--- config.mk ---
export PLATFORM = sky130hd
export DESIGN_NAME = redmule_tcdm_arbiter_flat
export DESIGN_NICKNAME = d
export VERILOG_FILES = /design/src/rtl/redmule_tcdm_arbiter_if.sv /design/src/rtl/redmule_tcdm_arbiter.sv /design/src/flat_wrapper.sv
export SDC_FILE = /design/constraint.sdc
export NUM_CORES = 1
export LEC_CHECK = 0
export CORE_AREA = 2 2 121 123
export CTS_CLUSTER_DIAMETER = 60
export DETAILED_ROUTE_END_ITERATION = 8
export DIE_AREA = 0 0 123 125
export PLACE_DENSITY_LB_ADDON = 0.05
export SLEW_MARGIN = 20
export SYNTH_ARGS = -nofsm -noshare
export SYNTH_HDL_FRONTEND = slang
export SYNTH_SLANG_ARGS = --single-unit
--- constraint.sdc ---
create_clock -name clk_i -period 2.74 [get_ports clk_i]
set_clock_uncertainty 0.15 [all_clocks]
set_input_delay 0.274 -clock clk_i [delete_from_list [all_inputs] [get_ports clk_i]]
set_output_delay 0.274 -clock clk_i [all_outputs]
set_load 0.02 [all_outputs]
--- src/rtl/redmule_tcdm_arbiter_if.sv ---
// Bus bundles around the RedMulE TCDM arbiter: the streamer side (three load streams plus
// the Z store stream) and the single shared TCDM port.
interface redmule_tcdm_arbiter_if #(
    parameter int unsigned DW = 32,
    parameter int unsigned AW = 32
);
    logic [2:0]      ld_req;
    logic [3*AW-1:0] ld_addr;
    logic [2:0]      ld_gnt;
    logic [2:0]      ld_rvalid;
    logic [DW-1:0]   ld_rdata;
    logic            z_req;
    logic [AW-1:0]   z_addr;
    logic [DW-1:0]   z_data;
    logic [DW/8-1:0] z_be;
    logic            z_gnt;

    modport master (
        output ld_req, ld_addr, z_req, z_addr, z_data, z_be,
        input  ld_gnt, ld_rvalid, ld_rdata, z_gnt
    );

    modport slave (
        input  ld_req, ld_addr, z_req, z_addr, z_data, z_be,
        output ld_gnt, ld_rvalid, ld_rdata, z_gnt
    );
endinterface

interface redmule_tcdm_mem_if #(
    parameter int unsigned DW = 32,
    parameter int unsigned AW = 32
);
    logic            req;
    logic            wen;
    logic [AW-1:0]   add;
    logic [DW-1:0]   data;
    logic [DW/8-1:0] be;
    logic            gnt;
    logic            rvalid;
    logic [DW-1:0]   rdata;

    modport master (
        output req, wen, add, data, be,
        input  gnt, rvalid, rdata
    );

    modport slave (
        input  req, wen, add, data, be,
        output gnt, rvalid, rdata
    );
endinterface

--- src/rtl/redmule_tcdm_arbiter.sv ---
// Shares one TCDM port between the X/W/Y load streams and the Z store stream, one grant per
// cycle, and routes in-order read responses back to the issuing load stream.
module redmule_tcdm_arbiter #(
    parameter int unsigned DW        = 32,
    parameter int unsigned AW        = 32,
    parameter int unsigned MAX_OUTST = 4,
    parameter int unsigned Z_STARVE  = 8
) (
    input  logic                          clk_i,
    input  logic                          rst_i,
    input  logic                          clear_i,
    input  logic                          z_priority_i,
    redmule_tcdm_arbiter_if.slave         strm_if,
    redmule_tcdm_mem_if.master            tcdm_if,
    output logic                          busy_o
);
    localparam int unsigned PW = $clog2(MAX_OUTST);
    localparam int unsigned CW = $clog2(MAX_OUTST + 1);
    localparam int unsigned SW = $clog2(Z_STARVE + 1);

    localparam logic [CW-1:0] FULL_CNT   = CW'(MAX_OUTST);
    localparam logic [SW-1:0] STARVE_MAX = SW'(Z_STARVE);
    localparam logic [1:0]    ID_Z       = 2'd3;

    typedef enum logic {
        ST_ARB,
        ST_DRAIN
    } state_e;

    state_e        r_state;
    logic [1:0]    r_rr;
    logic [SW-1:0] r_starve;
    logic [1:0]    r_fifo [MAX_OUTST];
    logic [PW-1:0] r_wptr;
    logic [PW-1:0] r_rptr;
    logic [CW-1:0] r_count;

    logic [2:0]    w_ld_req;
    logic          w_z_req;
    logic [AW-1:0] w_ld_addr [3];
    logic          w_full;
    logic          w_eligible;
    logic          w_z_win;
    logic          w_ld_found;
    logic [1:0]    w_ld_pick;
    logic [1:0]    w_rr_cand;
    logic [1:0]    w_win_id;
    logic          w_req;
    logic          w_hs;
    logic          w_pop;
    logic [1:0]    w_head_id;
    logic [2:0]    w_ld_gnt;
    logic          w_z_gnt;
    logic [2:0]    w_ld_rvalid;

    function automatic logic [1:0] rrNext(input logic [1:0] id);
        return (id == 2'd2) ? 2'd0 : id + 2'd1;
    endfunction

    assign w_ld_req = strm_if.ld_req;
    assign w_z_req  = strm_if.z_req;

    for (genvar g = 0; g < 3; g++) begin : g_addr
        assign w_ld_addr[g] = strm_if.ld_addr[g*AW +: AW];
    end

    assign w_full     = (r_count == FULL_CNT);
    assign w_eligible = !rst_i && (r_state == ST_ARB) && !w_full;
    assign w_z_win    = w_z_req && (z_priority_i || (r_starve == STARVE_MAX) || !(|w_ld_req));

    // Round-robin search starting at the pointer, wrapping X -> W -> Y -> X.
    always_comb begin
        w_ld_found = 1'b0;
        w_ld_pick  = 2'd0;
        w_rr_cand  = r_rr;
        for (int k = 0; k < 3; k++) begin
            if (!w_ld_found && w_ld_req[w_rr_cand]) begin
                w_ld_found = 1'b1;
                w_ld_pick  = w_rr_cand;
            end
            w_rr_cand = rrNext(w_rr_cand);
        end
    end

    assign w_req    = w_eligible && (w_z_win || w_ld_found);
    assign w_win_id = w_z_win ? ID_Z : w_ld_pick;
    assign w_hs     = w_req && tcdm_if.gnt;

    assign tcdm_if.req  = w_req;
    assign tcdm_if.wen  = w_req && !w_z_win;
    assign tcdm_if.add  = !w_req ? '0 : (w_z_win ? strm_if.z_addr : w_ld_addr[w_ld_pick]);
    assign tcdm_if.data = (w_req && w_z_win) ? strm_if.z_data : '0;
    assign tcdm_if.be   = !w_req ? '0 : (w_z_win ? strm_if.z_be : '1);

    always_comb begin
        w_ld_gnt = 3'b000;
        if (w_hs && !w_z_win) begin
            w_ld_gnt[w_ld_pick] = 1'b1;
        end
    end

    assign w_z_gnt        = w_hs && w_z_win;
    assign strm_if.ld_gnt = w_ld_gnt;
    assign strm_if.z_gnt  = w_z_gnt;

    // A response with nothing outstanding is dropped rather than corrupting the FIFO.
    assign w_head_id = r_fifo[r_rptr];
    assign w_pop     = !rst_i && tcdm_if.rvalid && (r_count != '0);

    always_comb begin
        w_ld_rvalid = 3'b000;
        if (w_pop && (w_head_id != ID_Z)) begin
            w_ld_rvalid[w_head_id] = 1'b1;
        end
    end

    assign strm_if.ld_rvalid = w_ld_rvalid;
    assign strm_if.ld_rdata  = tcdm_if.rdata;
    assign busy_o            = !rst_i && ((r_count != '0) || (r_state == ST_DRAIN));

    always_ff @(posedge clk_i) begin
        if (rst_i) begin
            r_state  <= ST_ARB;
            r_rr     <= 2'd0;
            r_starve <= '0;
            r_wptr   <= '0;
            r_rptr   <= '0;
            r_count  <= '0;
        end else begin
            if (w_hs) begin
                r_fifo[r_wptr] <= w_win_id;
                r_wptr         <= r_wptr + 1'b1;
            end
            if (w_pop) begin
                r_rptr <= r_rptr + 1'b1;
            end
            case ({w_hs, w_pop})
                2'b10:   r_count <= r_count + 1'b1;
                2'b01:   r_count <= r_count - 1'b1;
                default: r_count <= r_count;
            endcase

            case (r_state)
                ST_ARB: begin
                    if (w_hs && !w_z_win) begin
                        r_rr <= rrNext(w_ld_pick);
                    end
                    if (!w_z_req || w_z_gnt) begin
                        r_starve <= '0;
                    end else if (r_starve != STARVE_MAX) begin
                        r_starve <= r_starve + 1'b1;
                    end
                    if (clear_i) begin
                        r_state <= ST_DRAIN;
                    end
                end
                ST_DRAIN: begin
                    // Leaving drain restarts arbitration from a clean slate.
                    if ((r_count == '0) && !clear_i) begin
                        r_state  <= ST_ARB;
                        r_rr     <= 2'd0;
                        r_starve <= '0;
                    end
                end
                default: r_state <= ST_ARB;
            endcase
        end
    end

    a_rvalid_outstanding: assert property (@(posedge clk_i) disable iff (rst_i)
        tcdm_if.rvalid |-> (r_count != '0));

    for (genvar g = 0; g < 3; g++) begin : g_hold
        a_ld_hold: assert property (@(posedge clk_i) disable iff (rst_i)
            (w_ld_req[g] && $past(w_ld_req[g] && !w_ld_gnt[g])) |-> $stable(w_ld_addr[g]));
    end

    a_z_hold: assert property (@(posedge clk_i) disable iff (rst_i)
        (w_z_req && $past(w_z_req && !w_z_gnt))
            |-> $stable({strm_if.z_addr, strm_if.z_data, strm_if.z_be}));
endmodule

--- src/flat_wrapper.sv ---
// flat-port wrapper written by rule: the top's interface ports become plain ports
module redmule_tcdm_arbiter_flat 
#(
    parameter int unsigned DW        = 32,
    parameter int unsigned AW        = 32,
    parameter int unsigned MAX_OUTST = 4,
    parameter int unsigned Z_STARVE  = 8
)
  (clk_i, rst_i, clear_i, z_priority_i, busy_o, strm_if_ld_req, strm_if_ld_addr, strm_if_z_req, strm_if_z_addr, strm_if_z_data, strm_if_z_be, strm_if_ld_gnt, strm_if_ld_rvalid, strm_if_ld_rdata, strm_if_z_gnt, tcdm_if_req, tcdm_if_wen, tcdm_if_add, tcdm_if_data, tcdm_if_be, tcdm_if_gnt, tcdm_if_rvalid, tcdm_if_rdata);
  redmule_tcdm_arbiter_if #(.DW(DW), .AW(AW)) strm_if_i ();
  redmule_tcdm_mem_if #(.DW(DW), .AW(AW)) tcdm_if_i ();
  input  logic clk_i;
  input  logic rst_i;
  input  logic clear_i;
  input  logic z_priority_i;
  output logic busy_o;
  input wire logic [$bits(strm_if_i.ld_req)-1:0] strm_if_ld_req;
  input wire logic [$bits(strm_if_i.ld_addr)-1:0] strm_if_ld_addr;
  input wire logic [$bits(strm_if_i.z_req)-1:0] strm_if_z_req;
  input wire logic [$bits(strm_if_i.z_addr)-1:0] strm_if_z_addr;
  input wire logic [$bits(strm_if_i.z_data)-1:0] strm_if_z_data;
  input wire logic [$bits(strm_if_i.z_be)-1:0] strm_if_z_be;
  output wire logic [$bits(strm_if_i.ld_gnt)-1:0] strm_if_ld_gnt;
  output wire logic [$bits(strm_if_i.ld_rvalid)-1:0] strm_if_ld_rvalid;
  output wire logic [$bits(strm_if_i.ld_rdata)-1:0] strm_if_ld_rdata;
  output wire logic [$bits(strm_if_i.z_gnt)-1:0] strm_if_z_gnt;
  output wire logic [$bits(tcdm_if_i.req)-1:0] tcdm_if_req;
  output wire logic [$bits(tcdm_if_i.wen)-1:0] tcdm_if_wen;
  output wire logic [$bits(tcdm_if_i.add)-1:0] tcdm_if_add;
  output wire logic [$bits(tcdm_if_i.data)-1:0] tcdm_if_data;
  output wire logic [$bits(tcdm_if_i.be)-1:0] tcdm_if_be;
  input wire logic [$bits(tcdm_if_i.gnt)-1:0] tcdm_if_gnt;
  input wire logic [$bits(tcdm_if_i.rvalid)-1:0] tcdm_if_rvalid;
  input wire logic [$bits(tcdm_if_i.rdata)-1:0] tcdm_if_rdata;
  assign strm_if_i.ld_req = strm_if_ld_req;
  assign strm_if_i.ld_addr = strm_if_ld_addr;
  assign strm_if_i.z_req = strm_if_z_req;
  assign strm_if_i.z_addr = strm_if_z_addr;
  assign strm_if_i.z_data = strm_if_z_data;
  assign strm_if_i.z_be = strm_if_z_be;
  assign strm_if_ld_gnt = strm_if_i.ld_gnt;
  assign strm_if_ld_rvalid = strm_if_i.ld_rvalid;
  assign strm_if_ld_rdata = strm_if_i.ld_rdata;
  assign strm_if_z_gnt = strm_if_i.z_gnt;
  assign tcdm_if_req = tcdm_if_i.req;
  assign tcdm_if_wen = tcdm_if_i.wen;
  assign tcdm_if_add = tcdm_if_i.add;
  assign tcdm_if_data = tcdm_if_i.data;
  assign tcdm_if_be = tcdm_if_i.be;
  assign tcdm_if_i.gnt = tcdm_if_gnt;
  assign tcdm_if_i.rvalid = tcdm_if_rvalid;
  assign tcdm_if_i.rdata = tcdm_if_rdata;
  redmule_tcdm_arbiter #(.DW(DW), .AW(AW), .MAX_OUTST(MAX_OUTST), .Z_STARVE(Z_STARVE)) u_core (.clk_i(clk_i), .rst_i(rst_i), .clear_i(clear_i), .z_priority_i(z_priority_i), .strm_if(strm_if_i), .tcdm_if(tcdm_if_i), .busy_o(busy_o));
endmodule
==> results.cfg, run 1 <==
[run_status]
outcome = finished, final reports clean

[power]
leakage_nw = 2.29
intPower_w = 0.00111
cellPowerDensity_nw_per_um2 = 290
p_sw_frac = 0.308
seqPwrFrac = 0.246
p_total_w = 0.00160
irDropWorstVdd_mv = 0.289
p_comb_frac = 0.491
pwr-share-clk = 0.263
power_switching_w = 0.000492

[sta]
period_minus_slack_ns = 2.63
fin_ws_ns = 0.113
max_freq_mhz = 381
fin_crit_sh = 0.959
fin_setup_tns_ns = 0
drv_slew = 0
tightestPinTransition_ns = 0.322
rsz0062_at_grt = yes
finalHoldViolCount = 0
setup-violations-final = 0
slew_headroom = 0.784

[grt]
grt_first_pass_wirelength_um = 22000
antenna_found_initial = 1
first_global_vias = 3793
track_usage = 0.183
grt-ovfl-total = 0
grt_max_degree = 43

[clock_tree]
clk_latency_ns = 0.26
clk_pin_slew_ns = 0.06
clock_path_buffers = 2
cts_made_buffers = 3
cts_root_buf = clkbuf_16
cts_tree = yes
cts_sinks = 24
h-tree-depth = 1

[setup_path]
arrival_ns = 2.20
worstSetupPathType = in2out
end_kind = primary output
worstPathRequired_ns = 2.32
worst-path-max-fanout = 42
cp-start-kind = primary input

[logic_synthesis]
synth_edf_count = 8
yosysTopAreaCellShare = 0.117
synth_cell_types = 43
ys_top_cells_by_area = dfxtp_1, buf_4, o31ai_1, edfxtp_1, and2_1
ys_async_sr_fraction = 0
synth_compound_area_frac = 0.279
netlist.top_cell.by_area = dfxtp_1
muxShareOfSynthArea = 0.0164
syn_avg_cell_area_um2 = 7.08
synth-main-ff-cell = dfxtp_1
ys_seq_area_frac = 0.204
syn_inst = 388
yosys_register_bits = 24
synth_fa_ha_area_frac = 0.0392
ys_warn_count = 0
synthSimpleGateAreaFrac = 0.290
synth_nets = 602
synth_top_family_by_area = simple AND/OR/NAND/NOR gates
synth_xor_area_frac = 0.0160
synthesis.area_um2 = 2750

[routing]
detail-route-antenna-nets = 0
wl_per_cell_um = 18.2
vias = 3678
viasPerCell = 4.51
maxUsedRoutingLayer = met5
drt_iter0_markers = 120
drcViolationCount = 0
wl_met3_um = 1460
met1_length_um = 6110
firstDrtPassIters = 4
routed_wl_um = 14800
wl_met2_um = 6960

[floorplan]
dieWidth_um = 123
rows = 44
die_h_um = 125
pin_count = 316
start_util = 0.193
dieArea_um2 = 15400
coreArea_um2 = 14200

[cells_and_area]
final_area_um2 = 5530
layout-drive-gt1-share = 0.157
regArea_um2 = 562
syn2layout_area_growth_pct = 101
final_util = 0.389
final_nets = 845
multiInputGateArea_um2 = 1790
fill_cells = 1497

[placement]
pre_cts_ws_ns = -0.365
gp_congestion = 0.902
port_buffers = 251
post-dp-hpwl_um = 12000
dpl_cell_area_um2 = 5590

[job]
cap_violations = 0

[hold_path]
worstHoldPathType = reg2reg
-- layer usage --
| layer | track usage | vias to the layer above |
|---|---|---|
| met5 | 0.0461 | - |
| met4 | 0.0334 | 2 |
| met3 | 0.0584 | 17 |
| met2 | 0.314 | 148 |
| met1 | 0.220 | 1694 |
| li1 | - | 1817 |
-- cell families (layout without fill, tap and decap cells) --
family | count (synthesis) | after routing
muxes | 2 | 2
other | 0 | 1
AOI/OAI and AO/OA | 123 | 123
and+or+nand+nor | 153 | 153
buffers and inverters | 73 | 315
adders and majority gates | 8 | 8
xor gates and xnor gates | 5 | 5
DFF | 24 | 24
-- through the flow --
| stage | hold slack, ns | std cells |
|---|---|---|
| 2_1_floorplan | 0.193 | 388 |
| 3_3_place_gp | 0.335 | 809 |
| 3_5_place_dp | 0.352 | 809 |
| 4_1_cts | 0.361 | 813 |
| 5_1_grt | 0.398 | 815 |
| 6_report | 0.358 | 815 |
-- cell type report --
cell class	instances	share of cell area
multi-input cells	291	0.324
clock buffers	3	0.0136
well taps	184	0.0417
flip-flops and latches	24	0.102
clock inverters	1	0.00543
diodes	1	0.000453
repair buffers	298	0.505
inverters	13	0.00883
-- synth_stat cells (3+ instances only) --
| library cell | instances |
|---|---|
| nor3_1 | 36 |
| clkbuf_1 | 4 |
| nand2_1 | 40 |
| xor2_1 | 3 |
| ha_1 | 7 |
| nor2_1 | 15 |
| a21oi_1 | 38 |
| edfxtp_1 | 8 |
| and2_1 | 37 |
| nor3b_1 | 3 |
| o21a_1 | 5 |
| nand3_1 | 5 |
| dfxtp_1 | 16 |
| nand3b_1 | 3 |
| o31ai_1 | 33 |
| buf_4 | 33 |
| o21ai_0 | 36 |
| or3_1 | 3 |
| buf_2 | 22 |
| inv_1 | 13 |
-- power groups by stage --
stage,sequential [W],combinational [W],clock [W]
2_1_floorplan,0.000402,0.000381,0
3_3_place_gp,0.000400,0.000838,0
3_5_place_dp,0.000401,0.000844,0
4_1_cts,0.000393,0.000811,0.000432
5_1_grt,0.000396,0.000854,0.000445
6_report,0.000394,0.000787,0.000420
-- critical path: stages --
cell and delay, ns:
clkdlybuf4s50_1 0.47, buf_4 0.17, nor3_1 0.17, buf_4 0.16, o31ai_4 0.08, nor2_4 0.16, buf_12 0.20, and2_1 0.15
dlygate4sd2_1 0.34
-- sequential cells by signal, indices dropped and copies added (netlist names), named ones only --
register	flops
u_core.r_rptr	2
u_core.r_rr	2
u_core.r_state	1
u_core.r_wptr	2
u_core.r_fifo	8
u_core.r_starve	4
u_core.r_count	3
-- timing repair --
action | in CTS | in global routing
hold buffers | 0 | 0
pin swaps | 1 | 3
setup buffers | 0 | 1
setup endpoints to repair | 69 | 35
gates resized for setup | 113 | 75
-- path summary, 6_finish.rpt --
kind | start | slack (ns) | to | cells past startpoint
hold / removal | u_core.r_count[2] | 0.36 | u_core.r_count[2] | 2
setup / recovery | strm_if_ld_req[0] | 0.11 | tcdm_if_data[29] | 9
setup reg to reg | u_core.r_count[2] | 0.19 | u_core.r_count[2] | 11
hold reg to reg | u_core.r_count[2] | 0.36 | u_core.r_count[2] | 2
-- cells in the final DEF, fill, tap and decap left out, drive strengths merged, types with 5 or more instances in the layout --
| cell | n |
|---|---|
| nand3 | 5 |
| o21ai | 38 |
| nor3 | 36 |
| and2 | 37 |
| clkdlybuf4s50 | 178 |
| dfxtp | 16 |
| nor2 | 15 |
| o31ai | 34 |
| edfxtp | 8 |
| dlygate4sd2 | 28 |
| inv | 13 |
| clkbuf | 23 |
| o21a | 5 |
| a21oi | 38 |
| nand2 | 40 |
| clkdlybuf4s15 | 9 |
| ha | 7 |
| buf | 62 |
Note: power is estimated with default switching activity, not from simulation.
==> run 2: changes to the inputs <==
Settings changed: REMOVE_ABC_BUFFERS set to 1.
==> run 2 against run 1 <==
Compared with the run above: core utilization increased by 0.41 points; routed wire length grew 49%; power grew 2.4%; worst hold slack better by 0.0080 ns; critical path depth is 1 higher; first-iteration DRC count grew 100%; sequential cell count is the same; global-route usage rose by 9.0 points; highest routed layer unchanged.
==> results.cfg, run 2 (synthesized netlist as in run 1, its figures left out) <==
[run_status]
outcome = finished, final reports clean

[cells_and_area]
regArea_um2 = 563
fill_cells = 1481
largest_reg_flops = 8
layout-drive-gt1-share = 0.206
syn2layout_area_growth_pct = 103
final_util = 0.393
final_cells = 831
top_register = u_core.r_fifo
multiInputGateArea_um2 = 1780
final_nets = 861
final_cell_mix = clkdlybuf4s50_1, buf_4, nand2_1, a21oi_1, and2_1
top_regs = u_core.r_fifo (8), u_core.r_starve (4), u_core.r_count (3)
final_area_um2 = 5580
final_common_cell = clkdlybuf4s50_1

[power]
intPower_w = 0.00113
power_switching_w = 0.000513
seqPwrFrac = 0.240
leakage_nw = 2.34
irDropWorstVdd_mv = 0.249
p_sw_frac = 0.313
p_comb_frac = 0.500
p_total_w = 0.00164
pwr-share-clk = 0.260
cellPowerDensity_nw_per_um2 = 294

[routing]
drt_iter0_markers = 242
routed_wl_um = 22100
vias = 3958
drcViolationCount = 0
wl_per_cell_um = 26.6
detail-route-antenna-nets = 0
firstDrtPassIters = 4
viasPerCell = 4.76

[floorplan]
start_util = 0.193
dieArea_um2 = 15400
pin_count = 316
coreArea_um2 = 14200
dieWidth_um = 123
rows = 44
die_h_um = 125

[setup_path]
crit_chain = inv_1 -> ha_1 -> and3b_4 -> buf_4 -> o31ai_4 -> nor2_4 -> buf_12 -> buf_12 -> and2_1 -> clkdlybuf4s15_1
cp-start-kind = register
worst-path-max-fanout = 37
path_buf_inv = 5
worstPathRequired_ns = 2.32
crit_slowest_cell = dfxtp_2
cp_common_cell = buf_12
crit_family = buffers and inverters
worstSetupPathType = reg2out
arrival_ns = 2.24
max_stage_delay_ns = 0.33
end_kind = primary output

[grt]
grt_first_pass_wirelength_um = 29300
first_global_vias = 3950
track_usage = 0.273
grt_max_degree = 43
grt-ovfl-total = 0
antenna_found_initial = 2

[sta]
fin_crit_sh = 0.974
drv_slew = 0
setup-violations-final = 0
holdWs_ns = 0.366
tightestPinTransition_ns = 0.266
max_freq_mhz = 375
finalHoldViolCount = 0
period_minus_slack_ns = 2.67
slew_headroom = 0.821

[clock_tree]
h-tree-depth = 1
cts_sinks = 24
clk_pin_slew_ns = 0.07
clk_latency_ns = 0.26
cts_made_buffers = 3
cts_tree = yes
cts_root_buf = clkbuf_16
clock_path_buffers = 2

[hold_path]
worstHoldPathType = reg2reg

[placement]
port_buffers = 251
gp_congestion = 0.969
dpl_cell_area_um2 = 5630
post-dp-hpwl_um = 18800
dp.cells = 818

[job]
cap_violations = 0
-- run 2: cell count changes in the layout (fill, tap and decap cells not counted), sizes merged --
cell and change:
dlygate4sd2 -9, clkbuf +18, buf +13, clkdlybuf4s15 -7, dlymetal6s2s +1
-- run 2: layout make-up --
type	count	share of cell area
repair buffers	314	0.510
multi-input cells	291	0.320
flip-flops and latches	24	0.101
well taps	184	0.0412
clock buffers	3	0.0134
inverters	13	0.00874
clock inverters	1	0.00538
diodes	1	0.000448
-- run 2: routing by layer --
metal,vias to the layer above,global-route usage,part of all wire
met3,30,0.198,0.17
met5,-,0.0296,0.0019
met2,276,0.476,0.48
li1,1852,-,-
met1,1798,0.244,0.31
met4,2,0.0856,0.042
-- run 2: repair_timing --
| item | in CTS | in global routing |
|---|---|---|
| hold buffers | 0 | 0 |
| gates cloned | 0 | 2 |
| endpoints found under the hold margin | 0 | 0 |
| endpoints found under the setup margin | 69 | 53 |
| pin swaps | 2 | 4 |
| resized for setup | 114 | 104 |
| buffers inserted | 1 | 5 |
-- run 2: power groups by stage --
stage,sequential (W),clock (W),combinational [W]
after floorplan,0.000402,0,0.000294
after global placement,0.000400,0,0.000844
after detailed placement,0.000401,0,0.000847
after CTS,0.000393,0.000430,0.000818
after global routing,0.000395,0.000445,0.000878
final,0.000393,0.000427,0.000820
-- run 2: through the flow --
step / TNS, ns / setup slack (ns)
4_1_cts: -0.0197 / -0.0197
3_5_place_dp: -10.08 / -0.328
3_3_place_gp: -9.90 / -0.291
5_1_grt: -0.108 / -0.0170
6_report: 0 / 0.0722
2_1_floorplan: -34.17 / -0.548
-- run 2: path summary, 6_finish.rpt --
kind	start	endpoint	slack [ns]	depth (start not counted)
setup / recovery	u_core.r_starve[0]	tcdm_if_data[21]	0.07	10
hold / removal	u_core.r_starve[2]	u_core.r_starve[2]	0.37	1
setup reg to reg	u_core.r_starve[0]	u_core.r_count[2]	0.13	13
hold reg to reg	u_core.r_starve[2]	u_core.r_starve[2]	0.37	1
